**config.mk**
```make
export PLATFORM = sky130hd
export DESIGN_NAME = rrc_brdist
export DESIGN_NICKNAME = d
export VERILOG_FILES = /design/src/rtl/rrc_pkg.sv /design/src/rtl/rrc_brdist_chk.sv /design/src/rtl/rrc_brdist.sv
export SDC_FILE = /design/constraint.sdc
export NUM_CORES = 1
export LEC_CHECK = 0
export ABC_AREA = 0
export BUFFER_PORTS_ARGS = -buffer_cell sky130_fd_sc_hd__buf_2
export CAP_MARGIN = 20
export CELL_PAD_IN_SITES_DETAIL_PLACEMENT = 0
export CELL_PAD_IN_SITES_GLOBAL_PLACEMENT = 1
export CORE_AREA = 2 2 223 225
export CTS_BUF_LIST = sky130_fd_sc_hd__clkbuf_8
export DETAILED_ROUTE_END_ITERATION = 12
export DIE_AREA = 0 0 225 227
export PLACE_DENSITY = 0.66
export SYNTH_ARGS = -nofsm -noshare
export SYNTH_HDL_FRONTEND = slang
export SYNTH_SLANG_ARGS = --single-unit
```
**constraint.sdc**
```tcl
create_clock -name clksys -period 2.3 [get_ports clksys]
set_input_delay 0.115 -clock clksys [delete_from_list [all_inputs] [get_ports clksys]]
set_output_delay 0.115 -clock clksys [all_outputs]
set_load 0.05 [all_outputs]
```
**src/rtl/rrc_pkg.sv**
```systemverilog
`default_nettype none
// +----------------------------------------------------------------------+
// | Module   : rrc_pkg                                                   |
// | Purpose  : Shared types and default constants for the boot-record    |
// |            distributor (rrc_brdist) and its checksum helper.         |
// | Contents : brdist_state_e  - distributor FSM state encoding          |
// |            c_BRC_DEF       - default records per run                 |
// |            c_BRDW_DEF      - default record data width               |
// |            c_NPH_DEF       - default number of delivery phases       |
// | Revision : 1.0 - initial release                                     |
// +----------------------------------------------------------------------+
package rrc_pkg;

  localparam int c_BRC_DEF  = 128;
  localparam int c_BRDW_DEF = 256;
  localparam int c_NPH_DEF  = 4;

  typedef enum logic [2:0] {
    ST_IDLE  = 3'd0,
    ST_WAIT  = 3'd1,
    ST_FETCH = 3'd2,
    ST_LOAD  = 3'd3,
    ST_SEND  = 3'd4,
    ST_GAP   = 3'd5,
    ST_DONE  = 3'd6
  } brdist_state_e;

endpackage
`default_nettype wire

```
**src/rtl/rrc_brdist_chk.sv**
```systemverilog
`default_nettype none
// +----------------------------------------------------------------------+
// | Module   : rrc_brdist_chk                                            |
// | Purpose  : XOR checksum over the delivered records of one run. The   |
// |            final record must equal the XOR of all earlier records;   |
// |            a mismatch raises a sticky error flag.                    |
// | Ports    : clk    - clock                                            |
// |            rst    - synchronous active-high reset                    |
// |            i_clr  - accepted start: clear accumulator and error      |
// |            i_acc  - fold i_dat into the accumulator                  |
// |            i_last - compare i_dat against the accumulator            |
// |            i_dat  - record data being delivered                      |
// |            o_err  - sticky checksum error                            |
// | Revision : 1.0 - initial release                                     |
// +----------------------------------------------------------------------+
module rrc_brdist_chk #(
  parameter int BRDW = 256
) (
  input  logic            clk,
  input  logic            rst,
  input  logic            i_clr,
  input  logic            i_acc,
  input  logic            i_last,
  input  logic [BRDW-1:0] i_dat,
  output logic            o_err
);

  logic [BRDW-1:0] r_acc;
  logic            r_err;

  always_ff @(posedge clk) begin
    if (rst) begin
      r_acc <= '0;
      r_err <= 1'b0;
    end else if (i_clr) begin
      r_acc <= '0;
      r_err <= 1'b0;
    end else begin
      if (i_acc) begin
        r_acc <= r_acc ^ i_dat;
      end
      if (i_last && (r_acc != i_dat)) begin
        r_err <= 1'b1;
      end
    end
  end

  assign o_err = r_err;

endmodule
`default_nettype wire

```
**src/rtl/rrc_brdist.sv**
```systemverilog
`default_nettype none
// +----------------------------------------------------------------------+
// | Module   : rrc_brdist                                                |
// | Purpose  : Streams BRC boot records from a record store to phased    |
// |            consumers. Each record is fetched, loaded and presented   |
// |            for one cycle on brvld, followed by an optional gap.      |
// |            Records advance through NPH phases as bridx passes each   |
// |            phase's last index (phend).                               |
// | Ports    : clksys   - clock                                          |
// |            sysreset - synchronous active-high reset                  |
// |            start    - pulse, begins a run from IDLE or DONE          |
// |            gapcyc   - idle cycles after each delivered record        |
// |            phend    - last record index per phase (BRCW each)        |
// |            brready  - per-phase consumer ready                       |
// |            rden/rdaddr/rddat - store read port, 1-cycle latency      |
// |            brvld/bridx/brdat/brphase - delivered record              |
// |            busy     - run in progress                                |
// |            brdone   - run complete (held until next start)           |
// |            brerr    - checksum error (sticky)                        |
// | Config   : BRDIST_CHK_EN - enables the XOR checksum on brerr;        |
// |            when undefined brerr is constant 0.                       |
// | Revision : 1.0 - initial release                                     |
// +----------------------------------------------------------------------+
module rrc_brdist #(
  parameter  int BRC  = rrc_pkg::c_BRC_DEF,
  parameter  int BRCW = $clog2(BRC),
  parameter  int BRDW = rrc_pkg::c_BRDW_DEF,
  parameter  int NPH  = rrc_pkg::c_NPH_DEF,
  parameter  int GAPW = 4,
  localparam int PHW  = (NPH > 1) ? $clog2(NPH) : 1
) (
  input  logic                clksys,
  input  logic                sysreset,
  input  logic                start,
  input  logic [GAPW-1:0]     gapcyc,
  input  logic [NPH*BRCW-1:0] phend,
  input  logic [NPH-1:0]      brready,
  output logic                rden,
  output logic [BRCW-1:0]     rdaddr,
  input  logic [BRDW-1:0]     rddat,
  output logic                brvld,
  output logic [BRCW-1:0]     bridx,
  output logic [BRDW-1:0]     brdat,
  output logic [PHW-1:0]      brphase,
  output logic                busy,
  output logic                brdone,
  output logic                brerr
);

  import rrc_pkg::*;

  localparam logic [BRCW-1:0] c_LAST    = BRCW'(BRC - 1);
  localparam logic [PHW-1:0]  c_PH_LAST = PHW'(NPH - 1);

  brdist_state_e   r_state;
  brdist_state_e   w_nxt;
  logic [BRCW-1:0] r_bridx;
  logic [PHW-1:0]  r_brphase;
  logic [BRDW-1:0] r_brdat;
  logic [GAPW-1:0] r_gap;

  logic [BRCW-1:0] w_phend;
  logic            w_rdy;
  logic            w_is_last;

  // Select the current phase's end index and ready bit. Walking the
  // phases keeps the lookup in range even when NPH is not a power of two.
  always_comb begin
    w_phend = '0;
    w_rdy   = 1'b0;
    for (int k = 0; k < NPH; k++) begin
      if (r_brphase == PHW'(k)) begin
        w_phend = phend[k*BRCW +: BRCW];
        w_rdy   = brready[k];
      end
    end
  end

  assign w_is_last = (r_bridx == c_LAST);

  // ---------------------------------------------------------------- state
  always_ff @(posedge clksys) begin
    if (sysreset) begin
      r_state <= ST_IDLE;
    end else begin
      r_state <= w_nxt;
    end
  end

  // ----------------------------------------------------------- next state
  always_comb begin
    w_nxt = r_state;
    case (r_state)
      ST_IDLE,
      ST_DONE: begin
        if (start) begin
          w_nxt = ST_WAIT;
        end
      end
      ST_WAIT: begin
        if (w_rdy) begin
          w_nxt = ST_FETCH;
        end
      end
      ST_FETCH: w_nxt = ST_LOAD;
      ST_LOAD:  w_nxt = ST_SEND;
      ST_SEND: begin
        if (w_is_last) begin
          w_nxt = ST_DONE;
        end else if (gapcyc != '0) begin
          w_nxt = ST_GAP;
        end else begin
          w_nxt = ST_WAIT;
        end
      end
      ST_GAP: begin
        // r_gap holds the remaining gap cycles including this one.
        if (r_gap <= GAPW'(1)) begin
          w_nxt = ST_WAIT;
        end
      end
      default: w_nxt = ST_IDLE;
    endcase
  end

  // -------------------------------------------------------------- outputs
  always_comb begin
    rden   = 1'b0;
    brvld  = 1'b0;
    busy   = 1'b1;
    brdone = 1'b0;
    case (r_state)
      ST_IDLE:  busy = 1'b0;
      ST_DONE: begin
        busy   = 1'b0;
        brdone = 1'b1;
      end
      ST_FETCH: rden  = 1'b1;
      ST_SEND:  brvld = 1'b1;
      default: ;
    endcase
  end

  // ------------------------------------------------------------- datapath
  always_ff @(posedge clksys) begin
    if (sysreset) begin
      r_bridx   <= '0;
      r_brphase <= '0;
      r_brdat   <= '0;
      r_gap     <= '0;
    end else begin
      case (r_state)
        ST_IDLE,
        ST_DONE: begin
          if (start) begin
            r_bridx   <= '0;
            r_brphase <= '0;
          end
        end
        ST_LOAD: r_brdat <= rddat;
        ST_SEND: begin
          // The last record leaves index and phase parked for inspection.
          if (!w_is_last) begin
            r_bridx <= r_bridx + BRCW'(1);
            if ((r_bridx == w_phend) && (r_brphase < c_PH_LAST)) begin
              r_brphase <= r_brphase + PHW'(1);
            end
            r_gap <= gapcyc;
          end
        end
        ST_GAP: begin
          if (r_gap != '0) begin
            r_gap <= r_gap - GAPW'(1);
          end
        end
        default: ;
      endcase
    end
  end

  assign rdaddr  = r_bridx;
  assign bridx   = r_bridx;
  assign brphase = r_brphase;
  assign brdat   = r_brdat;

  // ------------------------------------------------------------- checksum
`ifdef BRDIST_CHK_EN
  logic w_start_ok;
  logic w_acc;
  logic w_last_send;

  assign w_start_ok  = start && ((r_state == ST_IDLE) || (r_state == ST_DONE));
  assign w_acc       = (r_state == ST_SEND) && !w_is_last;
  assign w_last_send = (r_state == ST_SEND) && w_is_last;

  rrc_brdist_chk #(
    .BRDW (BRDW)
  ) u_chk (
    .clk    (clksys),
    .rst    (sysreset),
    .i_clr  (w_start_ok),
    .i_acc  (w_acc),
    .i_last (w_last_send),
    .i_dat  (r_brdat),
    .o_err  (brerr)
  );
`else
  assign brerr = 1'b0;
`endif

endmodule
`default_nettype wire
```
==> flow_summary.toml <==
[floorplan]
coreArea_um2 = 48500
ios = 572
fp.dieH_um = 227
start_util = 0.206
die_x_um = 225
core.rowCount = 81
die-area_um2 = 51100

[drt]
viasPerCell = 4.23
drt-wirelength-per-cell_um = 14.5
post-route-drc-count = 0
finalWirelength_um = 40700
vias = 11800
first_pass_iters = 7
drt_iter0_drc = 421
ant_nets = 0

[worst_setup_path]
crit_family = "simple AND/OR/NAND/NOR gates"
crit_path_start_kind = "flip-flop"
crit_chain = "inv_4 -> ha_4 -> or2_4 -> a221oi_1 -> or3_1 -> nand4_1 -> nor4_4 -> mux2_4"
critPathArrivalTime_ps = 2690
end_kind = "flip-flop"
critPathKind = "reg2reg"
critPathMaxStageDelay_ps = 390
crit_fanout = 8
required_ps = 2770
cp-startpoint = "brphase[0]"
timing.rr.start = "brphase[0]"
cp_slowest_cell = "dfxtp_4"
crit_buf_inv = 1

[clock_tree]
cts_tree = "built"
clkTransAtPathRegs_ps = 60
clk_latency_ps = 590
htreeDepth = 2
cts_buffer_depth = 3
root_buffer = "clkbuf_8"
clock-sinks = 272
numCtsBuffers = 49

[grt]
grt_overflow = 0
grt_max_degree = 113
grt_pass1_wl_um = 60900
antenna_found_initial = 2
groute.usage.overall = 0.148
grt_pass1_vias = 11900

[pwr]
powerDensity_nw_per_um2 = 620
p_sw_frac = 0.266
comb_power_share = 0.136
power_leakage_nw = 7.89
clkPwrFrac = 0.422
p_sw_w = 0.00292
irDropWorstVdd_mv = 0.545
total_power_w = 0.0110
power.internal_w = 0.00805
sequentialPowerShare = 0.442

[place]
pre_cts_slack_ps = -23.2
finalWeightedCongestion = 0.875
dpl.hpwl_um = 27700
port-buffer-count = 568

[synthesis]
synthesis.area_um2 = 10000
synthTopCellsByArea = "dfxtp_1 (54%), nand2_1 (20%), a21oi_1 (13%)"
synth_edf_count = 0
synth_area_per_cell_um2 = 7.77
ys_seq_area_frac = 0.544
async_reset_ff_frac = 0
ys_ff_latch = 272
synthesis.nets = 1589
synth_top_area_frac = 0.544
synthFlopType = "dfxtp_1"
synth_top_cell_by_area = "dfxtp_1"
synth.distinct_cells = 49
yosys_warnings = 0
synthCells = 1287

[final_layout]
syn_to_final_growth_pct = 76.9
num-fill-cells = 5056
drive_gt1_frac = 0.325
fin_nets = 2442

[timing]
max_clock_freq_mhz = 450
setup_violations = 0
slew_violations = 0
slew_headroom = 0.607
min_period_over_period = 0.966
tightest_slew_ps = 589
fin_skew_ps = 12.9
hold_ws_ps = 217
rsz0062_at_grt = "true"
setup_slack_ps = 78.5
period_needed_ps = 2220
hold_violations = 0

[worst_hold_path]
hold_path_class = "in2reg"
min_from = "brready[2]"

[run]
maxCapViolCount = 0

[outcome]
status = "finished clean"
==> timing repair <==
item,CTS,global route
gates cloned,0,0
setup endpoints to repair,1,6
pin swaps,0,6
gates resized for setup,2,20
hold endpoints to repair,270,0
hold buffers,290,0
setup buffers,0,2
==> registers in the layout (all words and copies together) (netlist names) <==
signal,count
r_state,3
brphase,2
brdat,256
r_gap,4
bridx,7
==> tightest hold or removal path, delay by kind of cell <==
family,cells,cell delay (ps)
compound gates,3,360
simple gates,2,170
buf+inv,1,100
==> cell usage after synthesis, types with 2 or more instances <==
cell type  count
clkbuf_1      63
nor2b_1        2
nand2_1      530
o21ai_0       14
ha_1           7
xnor2_1        2
nor3_1         5
inv_1          8
a21oi_1      267
nand3_1        4
buf_4          8
a31oi_1        2
nor2_1        19
a22oi_1        3
nand3b_1       2
nand4_1        3
nand2b_1       4
or3_1          6
o22ai_1        5
buf_2         25
dfxtp_1      272
a211oi_1       2
o31a_1         2
nor3b_1        2
a221oi_1       5
a21o_1         2
==> worst paths after layout <==
check / endpoint / slack (ps) / cells past startpoint
max: brphase[0] / 80 / 8
min: r_state[1] / 220 / 6
max reg2reg: brphase[0] / 80 / 8
min reg2reg: brdat[16] / 450 / 2
==> power groups by stage <==
| stage | clock (W) | sequential, W | combinational, W |
|---|---|---|---|
| after detailed placement | 0 | 0.00495 | 0.00112 |
| final | 0.00462 | 0.00485 | 0.00149 |
| after global routing | 0.00505 | 0.00486 | 0.00160 |
| after floorplan | 0 | 0.00526 | 0.000317 |
| after CTS | 0.00484 | 0.00485 | 0.00149 |
| after global placement | 0 | 0.00495 | 0.00112 |
==> per-stage QoR <==
stage,setup TNS [ps],instances,util,cell area (um2)
finish,0,2800,0.365,17700
floorplan,0,1287,-,10000
CTS,0,2796,0.362,17600
detailed placement,-23.2,2419,0.281,13700
global placement,0,2419,0.281,13700
global route,-12.8,2799,0.365,17700
==> layout by cell type (no fill, tap or decap), drive strengths merged, types with 2 or more instances in the layout <==
cell type,instances
diode,2
nand3,4
and2b,3
o22ai,5
xnor2,2
nor4,2
nand2b,4
nor3b,2
dlygate4sd3,290
dfxtp,272
nor2b,2
clkbuf,68
o21ai,16
nor3,6
inv,24
buf,608
ha,7
clkinv,4
nand2,530
o31a,2
a21o,2
a221oi,6
nor2,19
a21oi,268
or3,6
a211oi,2
a31oi,2
nand3b,2
a22oi,3
nand4,3
==> cell families after synthesis <==
family	count (synthesis)	synth area share
and+or+nand+nor	585	0.231
buffers and inverters	106	0.0466
other	1	0.000375
adders and majority gates	7	0.00875
AOI/OAI and AO/OA	311	0.164
DFF	272	0.544
muxes	2	0.00213
xor gates and xnor gates	3	0.00263
==> area by class of cell <==
class	instances	area [um2]	share of cell area
Sequential cell	272	5450	0.308
Tap cell	622	778	0.0440
Inverter	9	38.8	0.00219
Multi-Input combinational cell	909	4220	0.238
Timing Repair Buffer	899	6200	0.350
Clock inverter	20	83.8	0.00474
Antenna cell	2	5.00	0.000283
Clock buffer	67	922	0.0521
==> per-layer routing <==
layer,GRT usage,vias to the layer above,wire length [um]
met2,0.257,406,19900
met4,0.0677,0,1570
met3,0.0423,106,2650
met5,0,-,0
met1,0.169,5420,16600
li1,-,5911,-
(Power assumes the default switching activity.)
